==> config.mk <==
export PLATFORM = sky130hd
export DESIGN_NAME = ntsc_timing_gen
export DESIGN_NICKNAME = d
export VERILOG_FILES = /design/src/rtl/ntsc_timing_gen.sv
export SDC_FILE = /design/constraint.sdc
export NUM_CORES = 1
export LEC_CHECK = 0
export ABC_AREA = 1
export BUFFER_PORTS_ARGS = -buffer_cell sky130_fd_sc_hd__buf_2
export CORE_UTILIZATION = 30
export DETAILED_ROUTE_END_ITERATION = 16
export GPL_ROUTABILITY_DRIVEN = 0
export MAX_ROUTING_LAYER = met4
export PLACE_DENSITY = 0.53
export SLEW_MARGIN = 20
export SYNTH_ARGS = -nofsm -noshare
export SYNTH_HDL_FRONTEND = slang
export SYNTH_SLANG_ARGS = --single-unit
==> constraint.sdc <==
create_clock -name clk -period 1.88 [get_ports clk]
set_input_delay 0.188 -clock clk [delete_from_list [all_inputs] [get_ports clk]]
set_output_delay 0.188 -clock clk [all_outputs]
set_load 0.05 [all_outputs]
==> src/rtl/ntsc_timing_gen.sv <==
`default_nettype none
// ============================================================================
//  Module   : ntsc_timing_gen
//  Purpose  : Monochrome, non-interlaced 262-line NTSC timing generator.
//             Sequences a 4-bit video DAC with sync, blanking and clamped
//             pixel levels. Requests pixels from a registered pixel source.
//  Revision : 1.0  initial release
// ============================================================================
module ntsc_timing_gen #(
    parameter int LINE_CYCLES   = 1016,
    parameter int HSYNC_CYCLES  = 75,
    parameter int BP_CYCLES     = 93,
    parameter int ACTIVE_CYCLES = 824,
    parameter int LINES         = 262,
    parameter int VSYNC_START   = 3,
    parameter int VSYNC_LINES   = 3,
    parameter int VBLANK_LINES  = 20,
    parameter int SYNC_LEVEL    = 0,
    parameter int BLANK_LEVEL   = 5,
    parameter int BLACK_LEVEL   = 6
) (
    input  logic       clk,
    input  logic       reset,
    input  logic       enable,
    output logic       pix_req,
    output logic [9:0] pix_x,
    output logic [8:0] pix_y,
    input  logic [3:0] pix_data,
    output logic [3:0] vdac_out,
    output logic       hsync,
    output logic       vsync,
    output logic       line_start,
    output logic       frame_start
);

    // Counter widths cover the full parameter value so boundary constants
    // (e.g. an end-of-active equal to LINE_CYCLES) never overflow.
    localparam int c_H_W = $clog2(LINE_CYCLES + 1);
    localparam int c_V_W = $clog2(LINES + 1);

    localparam logic [c_H_W-1:0] c_H_ONE       = c_H_W'(1);
    localparam logic [c_H_W-1:0] c_H_LAST      = c_H_W'(LINE_CYCLES - 1);
    localparam logic [c_H_W-1:0] c_H_SYNC_END  = c_H_W'(HSYNC_CYCLES);
    localparam logic [c_H_W-1:0] c_H_ACT_START = c_H_W'(HSYNC_CYCLES + BP_CYCLES);
    localparam logic [c_H_W-1:0] c_H_ACT_END   = c_H_W'(HSYNC_CYCLES + BP_CYCLES + ACTIVE_CYCLES);
    // On vertical sync lines the sync is inverted: long tip, short blank.
    localparam logic [c_H_W-1:0] c_H_VSYNC_END = c_H_W'(LINE_CYCLES - HSYNC_CYCLES);

    localparam logic [c_V_W-1:0] c_V_ONE        = c_V_W'(1);
    localparam logic [c_V_W-1:0] c_V_LAST       = c_V_W'(LINES - 1);
    localparam logic [c_V_W-1:0] c_V_SYNC_START = c_V_W'(VSYNC_START);
    localparam logic [c_V_W-1:0] c_V_SYNC_END   = c_V_W'(VSYNC_START + VSYNC_LINES);
    localparam logic [c_V_W-1:0] c_V_ACT_START  = c_V_W'(VBLANK_LINES);

    localparam logic [3:0] c_SYNC  = 4'(SYNC_LEVEL);
    localparam logic [3:0] c_BLANK = 4'(BLANK_LEVEL);
    localparam logic [3:0] c_BLACK = 4'(BLACK_LEVEL);

    typedef enum logic [1:0] {
        H_SYNC        = 2'd0,
        H_BACK_PORCH  = 2'd1,
        H_ACTIVE      = 2'd2,
        H_FRONT_PORCH = 2'd3
    } hstate_t;

    typedef enum logic [1:0] {
        V_BLANK  = 2'd0,
        V_SYNC   = 2'd1,
        V_ACTIVE = 2'd2
    } vstate_t;

    logic [c_H_W-1:0] r_h;
    logic [c_V_W-1:0] r_v;

    hstate_t    w_hstate;
    vstate_t    w_vstate;
    logic [3:0] w_level;
    logic       w_sync;
    logic       w_pix_sel;
    logic       w_vsync;
    logic       w_line_start;
    logic       w_frame_start;
    logic [3:0] w_pix_clamped;

    logic [3:0] r_s1_level;
    logic       r_s1_pix_sel;
    logic       r_s1_hsync;
    logic       r_s1_vsync;
    logic       r_s1_line_start;
    logic       r_s1_frame_start;

    // Stage 0: line/field counters; held at the origin while disabled.
    always_ff @(posedge clk) begin
        if (reset || !enable) begin
            r_h <= '0;
            r_v <= '0;
        end else if (r_h == c_H_LAST) begin
            r_h <= '0;
            r_v <= (r_v == c_V_LAST) ? '0 : r_v + c_V_ONE;
        end else begin
            r_h <= r_h + c_H_ONE;
        end
    end

    // Horizontal region decoded from the pixel counter.
    always_comb begin
        w_hstate = H_FRONT_PORCH;
        if (r_h < c_H_SYNC_END) begin
            w_hstate = H_SYNC;
        end else if (r_h < c_H_ACT_START) begin
            w_hstate = H_BACK_PORCH;
        end else if (r_h < c_H_ACT_END) begin
            w_hstate = H_ACTIVE;
        end
    end

    // Vertical region per line; sync lines take priority over blanking.
    always_comb begin
        w_vstate = V_ACTIVE;
        if (r_v >= c_V_SYNC_START && r_v < c_V_SYNC_END) begin
            w_vstate = V_SYNC;
        end else if (r_v < c_V_ACT_START) begin
            w_vstate = V_BLANK;
        end
    end

    // Stage 0 level decision; everything idles at blank while disabled.
    always_comb begin
        w_level   = c_BLANK;
        w_sync    = 1'b0;
        w_pix_sel = 1'b0;
        if (enable) begin
            case (w_vstate)
                V_SYNC: begin
                    if (r_h < c_H_VSYNC_END) begin
                        w_level = c_SYNC;
                        w_sync  = 1'b1;
                    end
                end
                V_BLANK: begin
                    if (w_hstate == H_SYNC) begin
                        w_level = c_SYNC;
                        w_sync  = 1'b1;
                    end
                end
                default: begin
                    if (w_hstate == H_SYNC) begin
                        w_level = c_SYNC;
                        w_sync  = 1'b1;
                    end else if (w_hstate == H_ACTIVE) begin
                        w_pix_sel = 1'b1;
                    end
                end
            endcase
        end
    end

    assign w_vsync       = enable && (w_vstate == V_SYNC);
    assign w_line_start  = enable && (r_h == '0);
    assign w_frame_start = w_line_start && (r_v == '0);

    // Pixel request is issued in stage 0 so the registered source answers
    // in stage 1, just in time for the output register.
    assign pix_req = w_pix_sel;
    assign pix_x   = w_pix_sel ? 10'(r_h - c_H_ACT_START) : 10'd0;
    assign pix_y   = w_pix_sel ? 9'(r_v - c_V_ACT_START) : 9'd0;

    // Active video never dips below black, keeping it clear of sync/blank.
    assign w_pix_clamped = (pix_data < c_BLACK) ? c_BLACK : pix_data;

    // Stage 1: hold the stage-0 decision while the pixel is fetched.
    always_ff @(posedge clk) begin
        if (reset) begin
            r_s1_level       <= c_BLANK;
            r_s1_pix_sel     <= 1'b0;
            r_s1_hsync       <= 1'b0;
            r_s1_vsync       <= 1'b0;
            r_s1_line_start  <= 1'b0;
            r_s1_frame_start <= 1'b0;
        end else begin
            r_s1_level       <= w_level;
            r_s1_pix_sel     <= w_pix_sel;
            r_s1_hsync       <= w_sync;
            r_s1_vsync       <= w_vsync;
            r_s1_line_start  <= w_line_start;
            r_s1_frame_start <= w_frame_start;
        end
    end

    // Stage 2: output register, merging the returned pixel.
    always_ff @(posedge clk) begin
        if (reset) begin
            vdac_out    <= c_BLANK;
            hsync       <= 1'b0;
            vsync       <= 1'b0;
            line_start  <= 1'b0;
            frame_start <= 1'b0;
        end else begin
            vdac_out    <= r_s1_pix_sel ? w_pix_clamped : r_s1_level;
            hsync       <= r_s1_hsync;
            vsync       <= r_s1_vsync;
            line_start  <= r_s1_line_start;
            frame_start <= r_s1_frame_start;
        end
    end

endmodule
`default_nettype wire

## Yosys cells after proc, flatten, opt, wreduce, memory -nomap -nowiden

Index checks and enable logic that the tools add are counted.

- Add/sub/neg operators: 4
- $mul: 0
- Div/mod/pow operators: 0
- $lt $le $gt $ge: 8
- Equality and inequality tests: 4
- Shifts and indexed selects: 0
- Multiplexer cells: 20
- Bitwise operators: 1
- Reductions and logical operators: 13

Operators with widths:

| operator | count |
|---|---|
| 10-bit < comparator (second input constant) | 2 |
| 9-bit two-way mux | 2 |
| 4-bit two-way mux | 3 |
| 10-bit by 1-bit adder with 10-bit output (second input constant) | 1 |
| 10-bit equality test (second input constant) | 1 |
| 10-bit logical NOT | 1 |
| 10-bit by 7-bit < comparator with 1-bit output (second input constant) | 1 |
| 10-bit by 8-bit < comparator with 1-bit output (second input constant) | 1 |
| 10-bit two-way mux | 1 |
| 10-bit by 8-bit subtractor with 10-bit output (second input constant) | 1 |
| 9-bit by 1-bit adder with 9-bit output (second input constant) | 1 |
| 9-bit equality test (second input constant) | 1 |
| 9-bit by 2-bit greater-or-equal comparator with 1-bit output (second input constant) | 1 |
| 9-bit logical NOT | 1 |
| 9-bit by 3-bit < comparator with 1-bit output (second input constant) | 1 |
| 9-bit by 5-bit < comparator with 1-bit output (second input constant) | 1 |
| 9-bit by 5-bit subtractor with 9-bit output (second input constant) | 1 |
| 1-bit two-way mux | 8 |
| 2-bit two-way mux | 4 |
| 3-bit two-way mux | 2 |
| 2-bit OR reduction | 3 |
| 1-bit logical AND | 4 |
| 2-bit logical NOT | 2 |
| 4-bit by 3-bit < comparator with 1-bit output (second input constant) | 1 |
| other kinds (5) | 5 |

- Bits in registers: 36
- Latch bits: 0
- Bits in writable memories: 0
- ROM bits: 0
- Input port bits: 7
- Word-level logic and storage cells: 63
- Memories kept: 0

## Longest topological paths before layout

- Depth after elaboration: 10
- Mapped depth: 9
- Depth with buffers taken out: 8

## Worst setup path before layout

No wires, ideal clock.

- Path kind: register to output
- Start point: register r_h[3]
- End point: output port pix_x[9]
- Data arrival time: 1.865 ns
- Path slack: -0.173 ns
- Cell stages (with the launch flop): 9
- Cells stage by stage: dfxtp_1 -> buf_2 -> inv_1 -> ha_1 -> o21ai_0 -> nand2_1 -> nand3_1 -> nand2_1 -> nor2_1

- Word-level cells in the longest chain between the ends: 10
- Elaborated cells between the ends (all ways): 14
- Those cells by class: add/sub: 1; order compare: 3; eq/ne: 1; mux: 8; reduce/logical: 1

Ends and longest elaborated chain:

| what | RTL line | RTL |
|---|---|---|
| start, declared | 72 | `logic [c_H_W-1:0] r_h;` |
| start signal, assigned | 101 | `r_h <= r_h + c_H_ONE;` |
| 10-bit < comparator | 112 | `end else if (r_h < c_H_ACT_END) begin` |
| 1-bit two-way mux | 112 |  |
| 2-bit two-way mux | 110 | `end else if (r_h < c_H_ACT_START) begin` |
| 2-bit two-way mux | 108 | `if (r_h < c_H_SYNC_END) begin` |
| 2-bit equality test | 150 | `end else if (w_hstate == H_ACTIVE) begin` |
| 1-bit two-way mux | 150 |  |
| 1-bit two-way mux | 147 | `if (w_hstate == H_SYNC) begin` |
| 1-bit two-way mux | 133 | `case (w_vstate)` |
| 1-bit two-way mux | 132 | `if (enable) begin` |
| 10-bit two-way mux * | 165 | `assign pix_x = w_pix_sel ? 10'(r_h - c_H_ACT_START) : 10'd0;` |
| end, declared | 26 | `output logic [9:0] pix_x,` |

Mark *: on every way between the ends. The rest lies on a longest branch, timed or not.

## Final worst setup path

- Start point: register r_h[4]
- End point: output port pix_y[4]

- Word-level cells in the longest chain between the ends: 10
- Elaborated cells between the ends (all ways): 13
- Those cells by class: order compare: 3; eq/ne: 1; mux: 8; reduce/logical: 1

Ends and longest elaborated chain:

| what | RTL line | RTL |
|---|---|---|
| 10-bit < comparator | 112 |  |
| 1-bit two-way mux | 112 |  |
| 2-bit two-way mux | 110 |  |
| 2-bit two-way mux * | 108 |  |
| 2-bit equality test | 150 |  |
| 1-bit two-way mux | 150 |  |
| 1-bit two-way mux * | 147 |  |
| 1-bit two-way mux * | 133 |  |
| 1-bit two-way mux * | 132 |  |
| 9-bit two-way mux * | 166 | `assign pix_y = w_pix_sel ? 9'(r_v - c_V_ACT_START) : 9'd0;` |
| end, declared | 27 | `output logic [8:0] pix_y,` |

Marked as above.

==> results.md <==
- Status: completed
- Critical-path top delay cell: dfxtp_2
- H-tree depth: 2
- Drt first pass iters: 4
- Worst R2R Path Depth: 8
- Final Instance Area: 0.00285 mm²
- Fillers: 653
- Met2 WL: 2.50 mm
- Placed Cells: 397
- Top delay family on crit path: simple AND/OR/NAND/NOR gates
- Die Height: 82.7 µm
- Pins Over Slew Limit: 0
- WL/cell: 12.0 µm
- WL met3: 184 µm
- Clock Path Buffers: 2
- Uppermost layer routed: met4
- Clock Skew: 0.00726 ns
- DR vias: 1917
- Leak: 1.29 nW
- Share of cells above drive strength 1: 36.7%
- Max Cap Viol: 0
- Hold Path Stages: 3
- Die Area: 0.00683 mm²
- Effective utilization at floorplan: 30.9%
- Worst Path Required: 1.69 ns
- Latest clock arrival within the worst-skew pair: 0.29 ns
- Final hold slack: 0.127 ns
- I/O pin count: 35
- Pre-CTS setup slack: 0.176 ns
- CP max stage delay: 0.34 ns
- Crit path arrival time: 1.68 ns
- Max Fclk: 535 MHz
- Vias in the first global route: 1653
- Maximum vdd drop: 0.000313 V
- Diodes inserted: 0
- Die width: 82.7 µm
- Placed cell areas: 0.00221 mm²
- Nets: 361
- Crit-path max FO: 5
- Initial antenna violation count: 0
- Clk pwr share: 46.6%
- PD cells: 514 mW/mm²
- Via/cell ratio: 4.56
- Worst min-delay path category: in -> reg
- Rows: 29
- Final ANT Viol Nets: 0
- Global route overflow: 0
- Crit path buffers/inverters: 3
- Rel. slew slack: 76.6%
- Switching share of power: 23.5%
- Mapped Avg Cell Area: 6.80 µm²
- Final cell count without fillers: 420
- Critical Path End Type: primary output
- Psw: 0.000345 W
- Mapped cell area: 0.00195 mm²
- All-Layer GR Usage: 14.8%
- Logic gate share of total power: 5.1%
- Synthesized flop and latch total: 33
- Largest net degree at the start of global routing: 16
- Final Critical Period: 1.87 ns
- Area Growth Syn to Fin: 46.1%
- Clock-pin slew on the worst setup and hold paths: 0.08 ns
- # port buffers: 34
- Sink Count: 33
- Ys Warns: 0
- Cells after Synth: 287
- P_int: 0.00112 W
- Netlist cell types: 27
- Hold path startpoint: pix_data[1]
- Period utilization: 99.4%
- M1 wire length: 2.27 mm
- DRT Wirelength: 5.02 mm
- Reg2reg start: r_h[0]
- Post-route DRC: 0
- Root Driver: clkbuf_8
- Critical path depth: 9
- Slew of the pin with the lowest slew margin: 0.349 ns
- DRT iter0 DRCs: 70
- RSZ-0062 raised after global routing: true
- First-pass GRT wire length: 7.49 mm
- TritonCTS Buffers: 5
- # hold bufs at CTS: 0
- Post-route setup slack: 0.0104 ns
- Final Power: 0.00147 W
- CP Cell Sequence: buf_6, nand2_8, nand3_4, nand2_4, nand2_4, nand3_4, clkbuf_16, nor2_4, buf_8
- Final Setup Violations: 0
- Crit Path Class: reg -> out
- Fin. Hold Viols: 0
- HPWL Detailed: 3.36 mm
- CTS tree: built
- Worst Setup SP: r_h[4]
- Register area share after synthesis: 33.8%
- Placeable Area: 0.00631 mm²
- CP Launch Type: register
- Syn_nets: 306
- Flop pwr share: 48.3%
[path summary, 6_finish.rpt]
path,slack [ns],endpoint
worst max-delay path,0.01,pix_y[4]
worst min-delay path,0.13,vdac_out[1]
worst max register to register,0.31,r_v[4]
worst min register to register,0.40,hsync
[sequential cells by signal, indices dropped and copies added, names as in the netlist]
signal	cells
r_s1_level	1
r_s1_frame_start	1
vdac_out	4
r_s1_line_start	1
r_s1_pix_sel	1
frame_start	1
hsync	1
line_start	1
r_h	10
r_v	9
r_s1_hsync	1
vsync	1
r_s1_vsync	1
[power by group through the flow]
stage          sequential [W]  combinational (W)  clock [W]
5_1_grt              0.000709          0.0000824   0.000731
4_1_cts              0.000714          0.0000736   0.000705
6_report             0.000708          0.0000744   0.000684
3_3_place_gp         0.000730          0.0000720          0
3_5_place_dp         0.000730          0.0000733          0
2_1_floorplan        0.000745          0.0000388          0
[cells by family (layout without fill, tap and decap cells)]
| family | after synthesis | count (layout) | share of synthesized area, % |
|---|---|---|---|
| simple gates | 161 | 161 | 36.9 |
| buf+inv | 48 | 104 | 10.8 |
| flops | 33 | 33 | 33.8 |
| compound gates | 23 | 23 | 6.22 |
| fa+ha+maj | 12 | 12 | 7.69 |
| xor+xnor | 10 | 10 | 4.49 |
[worst reg2reg max path: stages (launching register included)]
cell and delay (ns):
dfxtp_1 0.40, ha_1 0.22, nand2_1 0.08, inv_2 0.12, nand3_4 0.15, nand2_4 0.23, nand2_4 0.13, nand3_1 0.11
inv_1 0.05
[metrics by stage]
step                      setup TNS, ns  util, %
after floorplan                       0        -
after global placement                0     35.1
after detailed placement              0     35.1
after CTS                       -0.0202     37.9
after global routing             -0.473     45.2
final                                 0     45.2
[final cells by class]
class	count	area [µm²]	share of cell area (%)
Tap cell	77	96.3	3.38
Clock inverter	3	46.3	1.62
Multi-Input combinational cell	206	1270	44.7
Sequential cell	33	686	24.0
Clock buffer	5	68.8	2.41
Inverter	40	153	5.35
Timing Repair Buffer	56	528	18.5
[cell usage after synthesis, drive strengths merged]
library cell / number / area [µm²]
nor2: 70 / 280
nand2: 58 / 245
inv: 40 / 150
dfxtp: 33 / 661
nand3: 25 / 153
ha: 12 / 150
o21ai: 12 / 63.8
a21oi: 10 / 50.1
xor2: 9 / 78.8
buf: 7 / 56.3
nor3: 6 / 30.0
clkbuf: 1 / 5.00
nand4: 1 / 6.26
nor4: 1 / 6.26
o21a: 1 / 7.51
xnor2: 1 / 8.76
[layer usage]
layer | up-vias | track usage [%]
li1 | 1001 | -
met1 | 870 | 18.9
met2 | 40 | 23.4
met3 | 6 | 2.31
met4 | 0 | 5.69
met5 | - | -
[placed cells by master, fill, tap and decap left out, drive strengths merged]
master    count
nand4         1
xnor2         1
o21a          1
nor3          6
xor2          9
buf          53
clkbuf        8
nand2        58
dfxtp        33
bufinv        1
ha           12
a21oi        10
nand3        25
inv          40
clkinvlp      1
nor4          1
clkinv        1
nor2         70
o21ai        12
[what timing repair did]
item | CTS | global route
hold endpoints to repair | 0 | 0
buffers inserted | 0 | 12
pin swaps | 0 | 8
cloned | 0 | 3
setup endpoints to repair | 20 | 20
gates resized for setup | 26 | 93
Power figures use the tool's default switching activity.
